$ cat src/rtl/cpu_defines.sv
// Shared CPU definitions for the mul/div path: opcodes, sequencer states,
// HI/LO bus width and small opcode decode helpers.
package cpu_defines;

    localparam int HILO_W = 64;

    // mul/div opcodes as presented by EX
    localparam logic [1:0] MD_MULT  = 2'b00;
    localparam logic [1:0] MD_MULTU = 2'b01;
    localparam logic [1:0] MD_DIV   = 2'b10;
    localparam logic [1:0] MD_DIVU  = 2'b11;

    // sequencer state encodings
    localparam logic [1:0] ST_IDLE = 2'd0;
    localparam logic [1:0] ST_BUSY = 2'd1;
    localparam logic [1:0] ST_DONE = 2'd2;

    function automatic logic md_is_div(input logic [1:0] op);
        return (op == MD_DIV) || (op == MD_DIVU);
    endfunction

    function automatic logic md_is_signed(input logic [1:0] op);
        return (op == MD_MULT) || (op == MD_DIV);
    endfunction

endpackage

$ cat src/rtl/muldiv_ctrl_if.sv
// Issue/result handshake between the mul/div sequencer and the iterative unit.
interface muldiv_ctrl_if;
    import cpu_defines::*;

    logic              unit_start;
    logic              unit_signed;
    logic              unit_is_div;
    logic [31:0]       unit_a;
    logic [31:0]       unit_b;
    logic              unit_cancel;
    logic              unit_ready;
    logic [HILO_W-1:0] unit_result;

    // sequencer side
    modport master (
        output unit_start, unit_signed, unit_is_div, unit_a, unit_b, unit_cancel,
        input  unit_ready, unit_result
    );

    // mul_div unit side
    modport slave (
        input  unit_start, unit_signed, unit_is_div, unit_a, unit_b, unit_cancel,
        output unit_ready, unit_result
    );

endinterface

$ cat src/rtl/muldiv_ctrl.sv
// Sequencer for the shared multi-cycle mul/div unit: accepts one request per
// instruction, stalls EX while the unit works, writes HI/LO exactly once and
// handles flush, divide-by-zero and the busy-cycle watchdog.
module muldiv_ctrl
    import cpu_defines::*;
#(
    parameter int MAX_CYCLES = 40,
    parameter int CNT_W      = 6
) (
    input  logic              clk,
    input  logic              rst,
    input  logic              req_valid,
    input  logic [1:0]        req_op,
    input  logic [31:0]       req_a,
    input  logic [31:0]       req_b,
    input  logic              flush,
    input  logic              hold,
    output logic              stallreq,
    muldiv_ctrl_if.master     unit,
    output logic              hilo_we,
    output logic [HILO_W-1:0] hilo_wdata,
    output logic              err
);

    // value the counter holds during the last permitted busy cycle
    localparam logic [CNT_W-1:0] CNT_LAST = CNT_W'(MAX_CYCLES - 1);

    logic [1:0]        state_q,  state_d;
    logic [CNT_W-1:0]  cnt_q,    cnt_d;
    logic              signed_q, signed_d;
    logic              is_div_q, is_div_d;
    logic [31:0]       a_q,      a_d;
    logic [31:0]       b_q,      b_d;
    logic [HILO_W-1:0] result_q, result_d;
    logic              err_q,    err_d;

    logic accept;
    logic timeout;

    assign accept  = (state_q == ST_IDLE) && req_valid && !flush;
    assign timeout = (state_q == ST_BUSY) && (cnt_q == CNT_LAST) && !unit.unit_ready;

    // next-state, operand latch, result capture and watchdog counting
    always_comb begin
        // NOTE: every *_d takes its current value first so no branch can leave it unassigned and infer a latch.
        state_d  = state_q;
        cnt_d    = cnt_q;
        signed_d = signed_q;
        is_div_d = is_div_q;
        a_d      = a_q;
        b_d      = b_q;
        result_d = result_q;
        err_d    = err_q;

        case (state_q)
            ST_IDLE: begin
                if (accept) begin
                    signed_d = md_is_signed(req_op);
                    is_div_d = md_is_div(req_op);
                    a_d      = req_a;
                    b_d      = req_b;
                    err_d    = 1'b0;
                    cnt_d    = '0;
                    if (md_is_div(req_op) && (req_b == 32'd0)) begin
                        // divide by zero never reaches the unit
                        result_d = {req_a, 32'hFFFF_FFFF};
                        state_d  = ST_DONE;
                    end else begin
                        state_d  = ST_BUSY;
                    end
                end
            end
            ST_BUSY: begin
                if (flush) begin
                    cnt_d   = '0;
                    state_d = ST_IDLE;
                end else if (unit.unit_ready) begin
                    result_d = unit.unit_result;
                    cnt_d    = '0;
                    state_d  = ST_DONE;
                end else if (cnt_q == CNT_LAST) begin
                    result_d = '0;
                    err_d    = 1'b1;
                    cnt_d    = '0;
                    state_d  = ST_DONE;
                end else begin
                    cnt_d = cnt_q + 1'b1;
                end
            end
            ST_DONE: begin
                // EX advances when not held, so the request is consumed here
                if (flush || !hold) begin
                    state_d = ST_IDLE;
                end
            end
            default: begin
                state_d = ST_IDLE;
                cnt_d   = '0;
            end
        endcase
    end

    // state and datapath registers
    always_ff @(posedge clk or negedge rst) begin
        if (!rst) begin
            // NOTE: operand and result registers are reset too, so every output reads 0 out of reset.
            state_q  <= ST_IDLE;
            cnt_q    <= '0;
            signed_q <= 1'b0;
            is_div_q <= 1'b0;
            a_q      <= '0;
            b_q      <= '0;
            result_q <= '0;
            err_q    <= 1'b0;
        end else begin
            // NOTE: non-blocking assignments so every flop samples pre-edge values regardless of order.
            state_q  <= state_d;
            cnt_q    <= cnt_d;
            signed_q <= signed_d;
            is_div_q <= is_div_d;
            a_q      <= a_d;
            b_q      <= b_d;
            result_q <= result_d;
            err_q    <= err_d;
        end
    end

    // stall in the accepting cycle and throughout BUSY unless flushed
    assign stallreq = accept || ((state_q == ST_BUSY) && !flush);

    // start pulses only while the counter is still at its first value
    assign unit.unit_start  = (state_q == ST_BUSY) && (cnt_q == '0);
    assign unit.unit_cancel = (state_q == ST_BUSY) && (flush || timeout);
    assign unit.unit_signed = signed_q;
    assign unit.unit_is_div = is_div_q;
    assign unit.unit_a      = a_q;
    assign unit.unit_b      = b_q;

    assign hilo_we    = (state_q == ST_DONE) && !hold && !flush;
    assign hilo_wdata = result_q;
    assign err        = err_q;

endmodule

$ cat src/flat_wrapper.sv
// flat-port wrapper written by rule: the top's interface ports become plain ports
module muldiv_ctrl_flat import cpu_defines::*;
#(
    parameter int MAX_CYCLES = 40,
    parameter int CNT_W      = 6
)
  (clk, rst, req_valid, req_op, req_a, req_b, flush, hold, stallreq, hilo_we, hilo_wdata, err, unit_unit_start, unit_unit_signed, unit_unit_is_div, unit_unit_a, unit_unit_b, unit_unit_cancel, unit_unit_ready, unit_unit_result);
  muldiv_ctrl_if unit_i ();
  input  logic clk;
  input  logic rst;
  input  logic req_valid;
  input  logic [1:0] req_op;
  input  logic [31:0] req_a;
  input  logic [31:0] req_b;
  input  logic flush;
  input  logic hold;
  output logic stallreq;
  output logic hilo_we;
  output logic [HILO_W-1:0] hilo_wdata;
  output logic err;
  output wire logic [$bits(unit_i.unit_start)-1:0] unit_unit_start;
  output wire logic [$bits(unit_i.unit_signed)-1:0] unit_unit_signed;
  output wire logic [$bits(unit_i.unit_is_div)-1:0] unit_unit_is_div;
  output wire logic [$bits(unit_i.unit_a)-1:0] unit_unit_a;
  output wire logic [$bits(unit_i.unit_b)-1:0] unit_unit_b;
  output wire logic [$bits(unit_i.unit_cancel)-1:0] unit_unit_cancel;
  input wire logic [$bits(unit_i.unit_ready)-1:0] unit_unit_ready;
  input wire logic [$bits(unit_i.unit_result)-1:0] unit_unit_result;
  assign unit_unit_start = unit_i.unit_start;
  assign unit_unit_signed = unit_i.unit_signed;
  assign unit_unit_is_div = unit_i.unit_is_div;
  assign unit_unit_a = unit_i.unit_a;
  assign unit_unit_b = unit_i.unit_b;
  assign unit_unit_cancel = unit_i.unit_cancel;
  assign unit_i.unit_ready = unit_unit_ready;
  assign unit_i.unit_result = unit_unit_result;
  muldiv_ctrl #(.MAX_CYCLES(MAX_CYCLES), .CNT_W(CNT_W)) u_core (.clk(clk), .rst(rst), .req_valid(req_valid), .req_op(req_op), .req_a(req_a), .req_b(req_b), .flush(flush), .hold(hold), .stallreq(stallreq), .unit(unit_i), .hilo_we(hilo_we), .hilo_wdata(hilo_wdata), .err(err));
endmodule
$ cat config.mk
export PLATFORM = sky130hd
export DESIGN_NAME = muldiv_ctrl_flat
export DESIGN_NICKNAME = d
export VERILOG_FILES = /design/src/rtl/cpu_defines.sv /design/src/rtl/muldiv_ctrl_if.sv /design/src/rtl/muldiv_ctrl.sv /design/src/flat_wrapper.sv
export SDC_FILE = /design/constraint.sdc
export NUM_CORES = 1
export LEC_CHECK = 0
export CAP_MARGIN = 20
export CORE_UTILIZATION = 46
export DETAILED_ROUTE_END_ITERATION = 6
export PLACE_DENSITY = 0.94
export SYNTH_ARGS = -nofsm -noshare
export SYNTH_HDL_FRONTEND = slang
export SYNTH_SLANG_ARGS = --single-unit
$ cat constraint.sdc
create_clock -name clk -period 2.71 [get_ports clk]
set_input_delay 0.542 -clock clk [delete_from_list [all_inputs] [get_ports clk]]
set_output_delay 0.542 -clock clk [all_outputs]
set_load 0.01 [all_outputs]
==> flow_metrics.env <==
export IMPL_place_inst=1098
export IMPL_htreeDepth=4
export IMPL_dp_hpwl_um=13700
export IMPL_source_of_the_critical_timing_path="flush"
export IMPL_drv_slew=0
export IMPL_cts_reportedPaths_clkPinSlew_ns=0.06
export IMPL_yosys_cell_count_top_type="sky130_fd_sc_hd__nand2_1"
export IMPL_power_ir_vdd_worst_v=0.000450
export IMPL_critPathKind="in2out"
export IMPL_cp_required_ns=2.17
export IMPL_worst_path_max_delay_cell="sky130_fd_sc_hd__clkdlybuf4s50_1"
export IMPL_clk_latency_ns=0.42
export IMPL_area_growth_pct=55.8
export IMPL_drt_wl_total_um=20300
export IMPL_fin_total_pwr_mw=7.71
export IMPL_fillerInstances=906
export IMPL_tritoncts_clock_tree="done"
export IMPL_number_of_global_route_vias_before_repair=6311
export IMPL_die_x_um=119
export IMPL_largest_net_degree_at_the_start_of_global_routing=70
export IMPL_synth_cells=685
export IMPL_synth_ff_type="sky130_fd_sc_hd__dfrtp_1"
export IMPL_postRouteAntennaNets=0
export IMPL_synth_compound_area_frac=0.159
export IMPL_ioPinCount=271
export IMPL_critical_path_max_stage_delay_ns=0.64
export IMPL_detailedRoute_firstIterationViolations=474
export IMPL_synth_warning_count=0
export IMPL_multiInputGateArea_um2=2560
export IMPL_post_cts_resized=0
export IMPL_clock_period_minus_final_worst_setup_slack_ns=2.59
export IMPL_crit_path_max_fanout=5
export IMPL_crit_path_end_kind="output port"
export IMPL_synthArstFlopShare=1.00
export IMPL_hold_worst_slack_ns=0.0952
export IMPL_power_leakage_nw=4.45
export IMPL_number_of_synthesized_flops_with_an_enable_pin=0
export IMPL_setup_viol=0
export IMPL_cp_data_arrival_time_ns=2.05
export IMPL_maxSlewHeadroom=0.610
export IMPL_hp_class="in2async"
export IMPL_ys_seq_elements=139
export IMPL_tritoncts_num_sinks=139
export IMPL_die_h_um=119
export IMPL_yosys_area_share_adder=0.00397
export IMPL_muxShareOfSynthArea=0.00179
export IMPL_die_area_um2=14200
export IMPL_max_freq_mhz=386
export IMPL_register_area_um2=3480
export IMPL_path_delay_family="buffers and inverters"
export IMPL_tritoncts_num_buffers=17
export IMPL_mappedNetlistArea_um2=6300
export IMPL_floorplan_initialDensity=0.474
export IMPL_yosys_cell_types_count=39
export IMPL_number_of_iterations_in_the_first_detailed_routing_pass=5
export IMPL_insertedDiodeCount=0
export IMPL_cts_setup_buffers=0
export IMPL_routedWlPerCell_um=18.0
export IMPL_worstRegToRegCells=5
export IMPL_drt_drc_violations_left=0
export IMPL_crit_reg2reg_launch="u_core.state_q[0]"
export IMPL_critical_path_n_buffers_inverters=2
export IMPL_setup_tns_ns=0
export IMPL_ys_seq_area_frac=0.552
export IMPL_initial_antenna_violation_count=0
export IMPL_globalRouteOverflowTotal=0
export IMPL_hold_viol=0
export IMPL_final_cell_count_no_fill=1129
export IMPL_vias=6135
export IMPL_grt_setup_unrepaired="false"
export IMPL_pre_cts_ws_ns=0.143
export IMPL_path_depth=3
export IMPL_synth_common_cells="sky130_fd_sc_hd__nand2_1, sky130_fd_sc_hd__dfrtp_1, sky130_fd_sc_hd__a21oi_1"
export IMPL_synthTopCellsByArea="sky130_fd_sc_hd__dfrtp_1, sky130_fd_sc_hd__nand2_1, sky130_fd_sc_hd__a21oi_1"
export IMPL_powerDensity_nw_per_um2=785
export IMPL_synthesis_nets=823
export IMPL_synth_top_family_by_area="simple AND/OR/NAND/NOR gates"
export IMPL_share_of_the_synthesized_area_in_the_top_cell_type=0.552
export IMPL_critPathMostFrequentCell="sky130_fd_sc_hd__clkdlybuf4s50_1"
export IMPL_cell_type_with_the_highest_aggregate_area_in_the_netlist="sky130_fd_sc_hd__dfrtp_1"
export IMPL_simple_gate_area_share_of_the_yosys_netlist=0.233
export IMPL_grt_pass1_wl_um=32300
export IMPL_worst_slew_pin_transition_ns=0.585
export IMPL_fp_row_count=42
export IMPL_clock_skew_final_ns=0.0130
export IMPL_worstSetupStartpointType="input port"
export IMPL_grt_util_all_layers=0.296
export IMPL_finalCritPeriodShare=0.957
export IMPL_maxCapViolations=0
export IMPL_route_detailed_vias_per_inst=5.43
export IMPL_finish_net_count=1079
export IMPL_numPortBuffers=270
export IMPL_cts_root_buf="sky130_fd_sc_hd__clkbuf_16"
export IMPL_worst_slack_ns=0.118
export IMPL_globalplace_congestion=0.912
export IMPL_path_cells="clkdlybuf4s50_1 > nor4b_1 > clkdlybuf4s50_1"
export IMPL_cts_root_to_sink_buffers=2
export IMPL_avgSynthCellArea_um2=9.20
export IMPL_run_status="finished, final reports clean"
export IMPL_post_synth_xor_area_fraction=0.00556
export IMPL_core_region_area_um2=13300
export IMPL_cts_hold_repair_buffers=0
export IMPL_layout_drive_gt1_share=0.0923
[cell families after synthesis]
kind of cell    count (synthesis)
simple gates                  343
mux                             1
compound gates                142
xor+xnor                        4
buf+inv                        54
flops                         139
fa+ha+maj                       2
[sequential cells by signal (all words and copies together) (netlist names)]
signal / flops
u_core.cnt_q: 6
u_core.err: 1
u_core.hilo_wdata: 64
u_core.state_q: 2
u_core.unit.unit_a: 32
u_core.unit.unit_b: 32
u_core.unit.unit_is_div: 1
u_core.unit.unit_signed: 1
[routing by layer]
| metal | share of wire | wire, µm | up-vias | global-route usage |
|---|---|---|---|---|
| li1 | - | - | 2812 | - |
| met1 | 0.39 | 8000 | 2962 | 0.350 |
| met2 | 0.50 | 10100 | 304 | 0.502 |
| met3 | 0.070 | 1420 | 57 | 0.0766 |
| met4 | 0.037 | 749 | 0 | 0.138 |
| met5 | 0 | 0 | - | 0 |
[cells in the final DEF, fill, tap and decap left out, types with 2 or more instances in the layout]
cell                                n
sky130_fd_sc_hd__a21o_1             3
sky130_fd_sc_hd__a21oi_1           98
sky130_fd_sc_hd__a22oi_1            4
sky130_fd_sc_hd__a22oi_2           26
sky130_fd_sc_hd__a22oi_4            2
sky130_fd_sc_hd__and3_1            33
sky130_fd_sc_hd__buf_12             7
sky130_fd_sc_hd__buf_4             12
sky130_fd_sc_hd__bufinv_16          3
sky130_fd_sc_hd__clkbuf_1           3
sky130_fd_sc_hd__clkbuf_16         17
sky130_fd_sc_hd__clkbuf_8           6
sky130_fd_sc_hd__clkdlybuf4s50_1  268
sky130_fd_sc_hd__clkinvlp_4         2
sky130_fd_sc_hd__dfrtp_1          138
sky130_fd_sc_hd__ha_1               2
sky130_fd_sc_hd__inv_1              2
sky130_fd_sc_hd__nand2_1          204
sky130_fd_sc_hd__nand4_1            5
sky130_fd_sc_hd__nor2_1            75
sky130_fd_sc_hd__nor3_1             3
sky130_fd_sc_hd__nor4_1             8
sky130_fd_sc_hd__nor4b_1            3
sky130_fd_sc_hd__o41ai_1            2
sky130_fd_sc_hd__xor2_1             3
[cell type report]
type,instances,share of cell area
clock inverter,5,0.0107
tap,176,0.0224
inverter,2,0.000765
clock buffer,26,0.0529
sequential,139,0.354
timing repair buffer,289,0.298
multi-input combinational,492,0.260
[worst paths after layout]
check	slack, ns	to
worst min register to register	0.47	u_core.unit.unit_b[6]
worst max register to register	0.64	u_core.hilo_wdata[21]
min in group clk	0.47	u_core.unit.unit_b[6]
max in group asynchronous	1.95	u_core.unit.unit_b[9]
worst min-delay path	0.1	u_core.hilo_wdata[55]
worst max-delay path	0.12	hilo_we
[where the power goes]
| group | switching [mW] | internal (mW) | leakage, nW |
|---|---|---|---|
| registers | 0.281 | 2.58 | 1.67 |
| logic | 1.06 | 1.37 | 2.47 |
| clock network | 0.832 | 1.59 | 0.299 |
[through the flow]
stage | util | area [µm²]
after detailed placement | 0.691 | 9190
after global routing | 0.738 | 9820
after CTS | 0.738 | 9810
after global placement | 0.691 | 9190
after floorplan | - | 6300
final | 0.738 | 9820
Power figures use the tool's default switching activity.
